[config.mk]
export PLATFORM = sky130hd
export DESIGN_NAME = reg_scoreboard
export DESIGN_NICKNAME = d
export VERILOG_FILES = /design/src/rtl/reg_scoreboard.sv
export SDC_FILE = /design/constraint.sdc
export NUM_CORES = 1
export LEC_CHECK = 0
export CAP_MARGIN = 15
export CORE_MARGIN = 5
export CORE_UTILIZATION = 31
export DETAILED_ROUTE_END_ITERATION = 8
export MAX_ROUTING_LAYER = met4
export PLACE_DENSITY = 0.47
export RECOVER_POWER = 100
export SKIP_LAST_GASP = 1
export SLEW_MARGIN = 20
export SYNTH_ARGS = -nofsm -noshare
export SYNTH_HDL_FRONTEND = slang
export SYNTH_SLANG_ARGS = --single-unit
[constraint.sdc]
create_clock -name clk -period 5.5 [get_ports clk]
set_clock_uncertainty 0.2 [all_clocks]
set_input_delay 1.1 -clock clk [delete_from_list [all_inputs] [get_ports clk]]
set_output_delay 1.1 -clock clk [all_outputs]
set_load 0.01 [all_outputs]
[src/rtl/reg_scoreboard.sv]
// Register scoreboard: per-register saturating pending-write counters that
// hold issue on RAW hazards or a full counter, and track total outstanding writes.
module reg_scoreboard #(
  parameter int unsigned WORD_COUNT  = 32,
  parameter int unsigned MAX_PENDING = 3,
  localparam int unsigned IDX_W = $clog2(WORD_COUNT),
  localparam int unsigned CNT_W = $clog2(MAX_PENDING + 1),
  localparam int unsigned OUT_W = $clog2(WORD_COUNT * MAX_PENDING + 1)
) (
  input  logic             clk,
  input  logic             rst,
  input  logic             issueValid,
  input  logic             issueWrites,
  input  logic [IDX_W-1:0] issueDst,
  input  logic [IDX_W-1:0] rs,
  input  logic [IDX_W-1:0] rt,
  input  logic             wbValid,
  input  logic [IDX_W-1:0] wbDst,
  input  logic             flush,
  output logic             stall,
  output logic             rsBusy,
  output logic             rtBusy,
  output logic [OUT_W-1:0] outstanding,
  output logic             wbError
);

  logic [CNT_W-1:0]      pend [WORD_COUNT];
  logic                  dst_full;
  logic                  accept;
  logic                  inc;
  logic                  dec;
  logic                  wb_err;
  logic [WORD_COUNT-1:0] inc_sel;
  logic [WORD_COUNT-1:0] dec_sel;

  always_comb begin
    rsBusy   = (rs != '0) && (pend[rs] != '0);
    rtBusy   = (rt != '0) && (pend[rt] != '0);
    dst_full = issueWrites && (issueDst != '0) && (pend[issueDst] == CNT_W'(MAX_PENDING));
    stall    = issueValid && (rsBusy || rtBusy || dst_full);
    accept   = issueValid && !stall && !flush;
    inc      = accept && issueWrites && (issueDst != '0);
    dec      = wbValid && (wbDst != '0) && (pend[wbDst] != '0);
    wb_err   = wbValid && (wbDst != '0) && (pend[wbDst] == '0);
  end

  always_comb begin
    inc_sel = '0;
    dec_sel = '0;
    for (int unsigned r = 1; r < WORD_COUNT; r++) begin
      inc_sel[r] = inc && (issueDst == IDX_W'(r));
      dec_sel[r] = dec && (wbDst == IDX_W'(r));
    end
  end

  // Counters see only pre-edge values; an issue and a writeback hitting the
  // same register cancel, and outstanding follows the same net +1/-1/0 rule.
  always_ff @(posedge clk or posedge rst) begin
    if (rst) begin
      for (int unsigned r = 0; r < WORD_COUNT; r++) pend[r] <= '0;
      outstanding <= '0;
      wbError     <= 1'b0;
    end else if (flush) begin
      for (int unsigned r = 0; r < WORD_COUNT; r++) pend[r] <= '0;
      outstanding <= '0;
    end else begin
      if (wb_err) wbError <= 1'b1;
      for (int unsigned r = 1; r < WORD_COUNT; r++) begin
        if (inc_sel[r] && !dec_sel[r])
          pend[r] <= pend[r] + CNT_W'(1);
        else if (dec_sel[r] && !inc_sel[r])
          pend[r] <= pend[r] - CNT_W'(1);
      end
      if (inc && !dec)
        outstanding <= outstanding + OUT_W'(1);
      else if (dec && !inc)
        outstanding <= outstanding - OUT_W'(1);
    end
  end

endmodule

==> run_results.csv <==
group,metric,value,unit
outcome,status,"complete, but fails checks",
setup_path,r2r_start,"pend[2]",
logic_synthesis,synth-seq-area-share,29.3,%
clock_tree,clk_pin_slew,0.06,ns
sta,timing.hold.ws,0.254,ns
outcome,violations,"capacitance limit, slew limit",
die,fp.dieW,149,um
setup_path,rr_worst_depth,13,
placement,gp_congestion,0.913,
min_path,hp-start,"wbError",
setup_path,cp.arrival,3.98,ns
clock_tree,numCtsBuffers,9,
sta,final_max_slew_viol_count,73,
setup_path,end_kind,"output port",
clock_tree,cts_tree,"yes",
route,vias,5594,
logic_synthesis,synth_edf_count,0,
power,p_clk_share,46.0,%
clock_tree,hold_buffers,0,
logic_synthesis,ys.warnings.count,0,
setup_path,critPathBufInv,4,
setup_path,reg2reg_slack,0.94,ns
power,total_power,0.00148,W
min_path,hold_end,"wbError",
setup_path,timing.rr.end,"outstanding[6]",
sta,fmax,189,MHz
min_path,hold-path-cell-count,1,
route,dr.pass1.iters,5,
power,netSwitchingFraction,28.9,%
logic_synthesis,synthArstFlopShare,100,%
sta,fin_crit_sh,96.0,%
global_routing,grt_pass1_vias,5486,
global_routing,grt_start_max_net_pins,70,
sta,hold_viol_final,0,
route,viasPerCell,5.72,
logic_synthesis,synth_top_area_cell,"dfrtp_1",
logic_synthesis,synth_area,0.00597,mm^2
sta,tightest_slew,2.15,ns
route,postRouteAntennaNets,0,
clock_tree,cts.path.max_buffers,2,
placement,dp_hpwl,16400,um
setup_path,critical-path-top-cell-by-count,"buf_4",
setup_path,path_class,"in -> out",
route,drtIter0Drc,478,
logic_synthesis,synth_commonest_cells,"nor2_1 (77), dfrtp_1 (70), nand2_1 (68)",
clock_tree,cts_htree_levels,3,
power,combPwrFrac,18.0,%
logic_synthesis,synth-seq-cells,70,
setup_path,worstPathMaxFanout,7,
power,p_leak,2.63,nW
global_routing,grt.total_usage,20.6,%
logic_synthesis,synth_cell_types,75,
route,wl,21700,um
global_routing,antenna_found_initial,0,
setup_path,start_kind,"input port",
power,power.density,209,mW/mm^2
placement,port_buffers,36,
logic_synthesis,synth_nets,701,
clock_tree,cts-root-buf,"clkbuf_16",
die,die_h,149,um
setup_path,cp.required,4.20,ns
route,drc,0,
logic_synthesis,synth.most_common_cell,"nor2_1",
die,start_util,31.7,%
global_routing,grt_first_pass_wirelength,33600,um
global_routing,grt_overflow,0,
final_layout,final_nets,746,
clock_tree,cts.sink_count,70,
sta,finalSetupTns,0,ns
sta,rsz0062_at_grt,"false",
power,power_switching,0.000427,W
die,core-area,0.0188,mm^2
logic_synthesis,synth_area_leaders,"dfrtp_1 (29%), mux4_2 (8.3%), nor2_1 (4.8%), nand2_1 (4.3%), xnor2_1 (4.0%)",
min_path,hp-class,"reg -> reg",
logic_synthesis,yosysTopAreaCellShare,29.3,%
route,routedWlPerCell,22.2,um
logic_synthesis,netlist_instances,668,
sta,fin_crit,5.28,ns
sta,setup_viol_count_final,0,
power,vdd_ir_drop_max,0.000170,V
die,ios,37,
clock_tree,cts_setup_buffers,0,
sta,slew_headroom,-43.4,%
clock_tree,cts.repair.resized,0,
die,die_area,0.0221,mm^2
clock_tree,clk_latency,0.35,ns
logic_synthesis,syn-mean-instance-area,8.94,um^2
setup_path,critical-path-top-delay-family,"buffers and inverters",
final_layout,drive_above_1_share,15.7,%
setup_path,crit_start,"rt[1]",
final_layout,area_delta_synth_final,17.9,%
power,pwr-share-seq,36.0,%
power,p_int,0.00105,W
logic_synthesis,synth_flop_cell,"dfrtp_1",
setup_path,max_stage_delay,0.65,ns
die,rows,50,
run,maxCapViolCount,2,
setup_path,worst_path_max_delay_cell,"dlygate4sd3_1",
setup_path,crit_chain,"dlygate4sd3_1 > buf_4 > mux4_2 > a32oi_1 > a211oi_2 > o22ai_1 > buf_4 > o21a_1 > clkdlybuf4s50_1",
final_layout,diodes,0,
[per-layer routing]
metal	track usage (%)	vias to the layer above	part of all wire, %
li1	-	2574	-
met1	27.8	2786	45
met2	30.8	193	45
met3	4.19	41	6.4
met4	7.37	0	3.6
met5	-	-	0
[worst max path at each step]
stage	slack, ns	to	depth (start not counted)
finish	0.22	stall	9
detailed placement	-0.008	outstanding[6]	14
CTS	0.30	stall	9
floorplan	0.86	outstanding[6]	15
global route	0.06	stall	9
global placement	0.12	outstanding[6]	14
[registers in the layout (all words and copies together), names as in the netlist]
signal / count
pend: 62
outstanding: 7
wbError: 1
[final cells by class]
type                    count  area (um^2)
clock buffers              11          253
repair buffers             74          639
inverters                  12         48.8
clock inverters             5         81.3
flip-flops and latches     70         1750
fillers                  1936        11800
multi-input cells         546         3950
well taps                 260          325
[kinds of logic (layout without fill, tap and decap cells)]
| family | count (synthesis) | in the layout | share of synthesized area, % |
|---|---|---|---|
| AND/OR/NAND/NOR | 311 | 311 | 28.0 |
| AO/OA/AOI/OAI | 145 | 145 | 16.3 |
| flip-flops | 70 | 70 | 29.3 |
| XOR/XNOR | 54 | 54 | 11.1 |
| buffers and inverters | 52 | 102 | 4.23 |
| multiplexers | 29 | 29 | 9.53 |
| adder cells (fa/ha/maj) | 7 | 7 | 1.59 |
[stage by stage]
stage	std cells	setup WS, ns	instance area [um^2]	util [%]
2_1_floorplan	668	0.864	5970	-
3_3_place_gp	962	0.122	6760	35.9
3_5_place_dp	962	-0.00797	6760	35.9
4_1_cts	978	0.302	7100	37.7
5_1_grt	978	0.0634	7050	37.4
6_report	978	0.219	7050	37.4
[cell usage in the layout (no fill, tap or decap), types with 14 or more instances in the layout]
cell type,instances
buf_4,33
o21ai_0,37
a31oi_1,17
nor3_1,27
dfrtp_1,70
mux4_2,22
xnor2_1,27
nand3_1,23
nand2_1,68
a21oi_1,23
or4_1,34
nor2_1,77
o31ai_1,14
nor2b_1,19
clkdlybuf4s50_1,23
[power groups by stage]
| stage | registers (W) | clock network, W | logic (W) |
|---|---|---|---|
| 4_1_cts | 0.000532 | 0.000690 | 0.000273 |
| 3_3_place_gp | 0.000542 | 0 | 0.000272 |
| 5_1_grt | 0.000534 | 0.000715 | 0.000289 |
| 2_1_floorplan | 0.000543 | 0 | 0.000160 |
| 6_report | 0.000532 | 0.000679 | 0.000265 |
| 3_5_place_dp | 0.000542 | 0 | 0.000271 |
Note: power is estimated with default switching activity, not from simulation.
==> RTL change 1 (same flow settings) <==
Change the parameter `WORD_COUNT` from 32 to 64.
--- a/src/rtl/reg_scoreboard.sv
+++ b/src/rtl/reg_scoreboard.sv
@@ -3,3 +3,3 @@
 module reg_scoreboard #(
-  parameter int unsigned WORD_COUNT  = 32,
+  parameter int unsigned WORD_COUNT  = 64,
   parameter int unsigned MAX_PENDING = 3,
Interface: changed (5 resized); port bits go from 37 to 42. The function was not compared with the original's and may differ.
==> RTL change 1 against the unedited design <==
The run still ends with max-capacitance violations, max-slew violations left; hold slack improved by 24 ps; first-iteration DRC count increased to 3.1 times the old value; count of clock-buffer cells in the layout increased by 9; sequential share of layout area decreased by 0.55 points; synthesized cell count increased by 100%; design area increased by 97%; critical path depth increased by 6; wire length increased by 130%; fmax decreased by 2.2%; global-route usage increased by 4.8 points; total power increased by 93%; worst setup slack got worse by 120 ps; synthesized area increased by 92%; sequential cell count increased by 65; highest routed layer unchanged.
==> RTL change 1: results (changes against the unedited design) <==
* Worst r2r src: pend[120]$_DFFE_PP0P_ (was pend[2]$_DFFE_PP0P_)
* First-pass GRT wire length at 76200 um (was 33600 um)
* Maxcap violations at 1 (was 2)
* Peak supply drop at 0.163 mV (was 0.170 mV)
* Outcome: finished with violations (unchanged)
* CP max FO at 12 (was 7)
* Area contributors post-synth: dfrtp_1 30%, mux4_2 11%, nor3_1 5.5% (was dfrtp_1 29%, mux4_2 8.3%, nor2_1 4.8%)
* Grt met1 use at 35.2% (was 27.8%)
* Hpwl dp at 37900 um (was 16400 um)
* Worst-Skew Late Latency at 450 ps (was 350 ps)
* H-tree levels at 4 (was 3)
* Pre-CTS setup slack at -235 ps (was -7.97 ps)
* Vias at 11800 (was 5594)
* Slew Limit Fails at 45 (was 73)
* Crit path from: rt[0] (was rt[1])
* Commonest cells in the netlist: 138 x nor2_1, 135 x dfrtp_1, 125 x nor3_1, 103 x a21oi_1, 72 x and3_1 (was 77 x nor2_1, 70 x dfrtp_1, 68 x nand2_1, 37 x o21ai_0)
* Number of library cell types mapped by synthesis at 78 (was 75)
* Post-synthesis sequential area ratio at 29.5% (was 29.3%)
* Flop-to-flop setup slack at 890 ps (was 940 ps)
* M3 GR Usage at 4.94% (was 4.19%)
* Largest net degree at the start of global routing at 93 (was 70)
* Port bufs at 41 (was 36)
* Total GRT Usage at 25.4% (was 20.6%)
* Initial DRC count at 1491 (was 478)
* Total CTS buffers at 17 (was 9)
* Arrival time worst endpoint at 4100 ps (was 3980 ps)
* Mapped Nets at 1382 (was 701)
* Fill count at 3781 (was 1936)
* Top Registers: pend x126, outstanding x8, wbError x1 (was pend x62, outstanding x7, wbError x1)
* Failing checks: max-capacitance violations, max-slew violations (unchanged)
[RTL change 1: power breakdown]
group	leakage (uW)	switching, uW	total, uW	internal [uW]
clock network	0.000320	490	1320	828
registers	0.00188	9.49	1010	1000
logic	0.00354	311	523	212
total	0.00574	811	2850	2040
[RTL change 1: area by class of cell]
type / count / area, um2 / area share, %
timing repair buffer: 201 / 1700 / 12.2
clock inverter: 12 / 199 / 1.43
clock buffer: 20 / 457 / 3.29
sequential: 135 / 3380 / 24.3
inverter: 23 / 90.1 / 0.648
multi-input combinational: 1078 / 7490 / 53.9
tap: 468 / 586 / 4.21
[RTL change 1: final timing paths]
path,endpoint,depth (start not counted)
worst min-delay path,wbError$_DFFE_PP0P_,2
max in group asynchronous,pend[108]$_DFFE_PP0P_,3
worst max-delay path,stall,15
worst min register to register,wbError$_DFFE_PP0P_,2
min in group asynchronous,pend[6]$_DFFE_PP0P_,2
worst max register to register,outstanding[7]$_DFFE_PP0P_,16
[RTL change 1: metrics by stage]
stage          cell area, um2  hold slack [ps]  util (%)  cells  TNS, ps
2_1_floorplan           11500              303         -   1344        0
3_3_place_gp            13300              259      36.5   1905     -558
3_5_place_dp            13300              274      36.5   1905     -584
4_1_cts                 14000              289      38.3   1937        0
5_1_grt                 13900              318      38.1   1937        0
6_report                13900              279      38.1   1937        0
[RTL change 1: timing repair]
action / 4_1_cts / 5_1_grt
cloned: 0 / 0
endpoints found under the hold margin: 0 / 0
hold buffers: 0 / 0
gates resized for setup: 2 / 3
endpoints found under the setup margin: 1 / 4
[RTL change 1: worst reg2reg max path: cells and delay by family (launching register included)]
| family | cells | cell delay [ps] |
|---|---|---|
| simple gates | 4 | 890 |
| mux | 2 | 490 |
| fa+ha+maj | 1 | 270 |
| compound gates | 9 | 2200 |
| flops | 1 | 440 |
[RTL change 1: cells by family after synthesis]
kind of cell | count (synthesis) | synth area share, %
simple gates | 609 | 28.0
compound gates | 320 | 18.6
flops | 135 | 29.5
buf+inv | 131 | 5.03
mux | 77 | 12.9
xor+xnor | 64 | 5.06
fa+ha+maj | 8 | 0.940
[RTL change 1: per-layer routing]
metal | vias up | part of all wire (%)
li1 | 5315 | -
met1 | 5901 | 45
met2 | 532 | 45
met3 | 55 | 7.9
met4 | 0 | 2.8
met5 | - | 0
==> RTL change 2 (config.mk and constraints unchanged) <==
Without the edit above. Reset style: synchronous (`rst`), changed in one clocked block.
--- a/src/rtl/reg_scoreboard.sv
+++ b/src/rtl/reg_scoreboard.sv
@@ -57,3 +57,3 @@
   // same register cancel, and outstanding follows the same net +1/-1/0 rule.
-  always_ff @(posedge clk or posedge rst) begin
+  always_ff @(posedge clk) begin
     if (rst) begin
Behaviour: not the same (a bounded check fails within 4 cycles, from zero or initial values and one cycle with rst high; the reset may be asserted at any time).
==> RTL change 2 against the unedited design <==
Synthesized area rose by 3.2%; total power rose by 3.9%; design area rose by 2.5%; combinational power rose by 35%; sequential cell count did not move; worst setup slack got worse by 14 ps; fmax fell by 0.27%; wire length fell by 0.17%.
==> RTL change 2: results (changes against the unedited design) <==
* Switch Pwr at 473 uW (was 427 uW)
* WL final at 21700 um (about the same)
* Placed instance count at 972 (was 962)
* Clk. pwr at 532 uW (was 679 uW)
* Logic inverters at 11 (was 12)
* M3 GR Usage at 4.46% (was 4.19%)
* Crit path from: rs[2] (was rt[1])
* Met2 Use GR at 29.4% (was 30.8%)
* Area contributors post-synth: edfxtp_1 30%, mux4_2 8.0%, xnor2_1 6.0% (was dfrtp_1 29%, mux4_2 8.3%, nor2_1 4.8%)
* Mapped Nets at 709 (was 701)
* Initial antenna violation count at 1 (was 0)
* Commonest cells in the netlist: 64 x nor2_1, 62 x edfxtp_1, 56 x nand2_1, 55 x nor3_1, 42 x xnor2_1 (was 77 x nor2_1, 70 x dfrtp_1, 68 x nand2_1, 37 x o21ai_0)
* Post-synthesis sequential area ratio at 32.8% (was 29.3%)
* Fill count at 2030 (was 1936)
* Peak supply drop at 0.137 mV (was 0.170 mV)
* Sequential cell area share at 28.0% (was 24.9%)
* Pleak at 0.00238 uW (was 0.00263 uW)
* Outcome: completed (was finished with violations)
* Hold path endpoint: outstanding[6]$_SDFFE_PP0P_ (was wbError$_DFFE_PP0P_)
* Mapped Avg Cell Area at 9.12 um2 (was 8.94 um2)
* # diodes at 1 (was 0)
* Multi-input gate count at 548 (was 546)
* Hpwl dp at 16200 um (was 16400 um)
* H-tree levels at 3 (unchanged)
* Number of library cell types mapped by synthesis at 73 (was 75)
* ClkCell Share at 3.60% (was 4.74%)
* Worst r2r src: pend[13][0]$_SDFFCE_PN0P_ (was pend[2]$_DFFE_PP0P_)
* Least-Margin Pin Slew at 908 ps (was 2150 ps)
* Vias in the first global route at 5646 (was 5486)
* Buffers outside the clock class at 78 (was 74)
* Arrival time worst endpoint at 4000 ps (was 3980 ps)
* Main synth FF type: edfxtp_1 (was dfrtp_1)
* Area of the multi-input gates at 3850 um2 (was 3950 um2)
* Hold Path Origin: outstanding[6]$_SDFFE_PP0P_ (was wbError$_DFFE_PP0P_)
* Comb power at 358 uW (was 265 uW)
* Flop-to-flop setup slack at 1020 ps (was 940 ps)
* Max incr delay on CP at 620 ps (was 650 ps)
* Share of cells above drive strength 1 at 14.9% (was 15.7%)
* Vias at 5818 (was 5594)
* Vias/cell at 5.88 (was 5.72)
* Post-synth EDFFs at 62 (was 0)
* R2R depth at 17 (was 13)
* Hold Path Depth at 2 (was 1)
* Nets at 751 (was 746)
* NonClk Buf Share at 9.93% (was 9.07%)
* Grt met1 use at 27.5% (was 27.8%)
* Total GRT Usage at 20.0% (was 20.6%)
* Pre-CTS setup slack at -70.5 ps (was -7.97 ps)
-- RTL change 2: layer usage --
layer	up-vias	part of all wire (%)	wire, um
li1	2647	-	-
met1	2821	45	9640
met2	311	45	9680
met3	39	8.6	1870
met4	0	2.1	462
met5	-	0	0
-- RTL change 2: cell families after synthesis --
| family | share of synthesized area, % |
|---|---|
| AND/OR/NAND/NOR | 29.0 |
| flip-flops | 32.8 |
| adder cells (fa/ha/maj) | 1.54 |
| multiplexers | 9.95 |
| XOR/XNOR | 9.66 |
| AO/OA/AOI/OAI | 12.1 |
| buffers and inverters | 4.91 |
-- RTL change 2: per-stage QoR --
step | total power [uW] | hold slack, ps | area [um2]
2_1_floorplan | 866 | 303 | 6160
6_report | 1530 | 307 | 7220
3_3_place_gp | 1000 | 288 | 6950
3_5_place_dp | 1010 | 297 | 6950
4_1_cts | 1540 | 314 | 7210
5_1_grt | 1600 | 327 | 7220
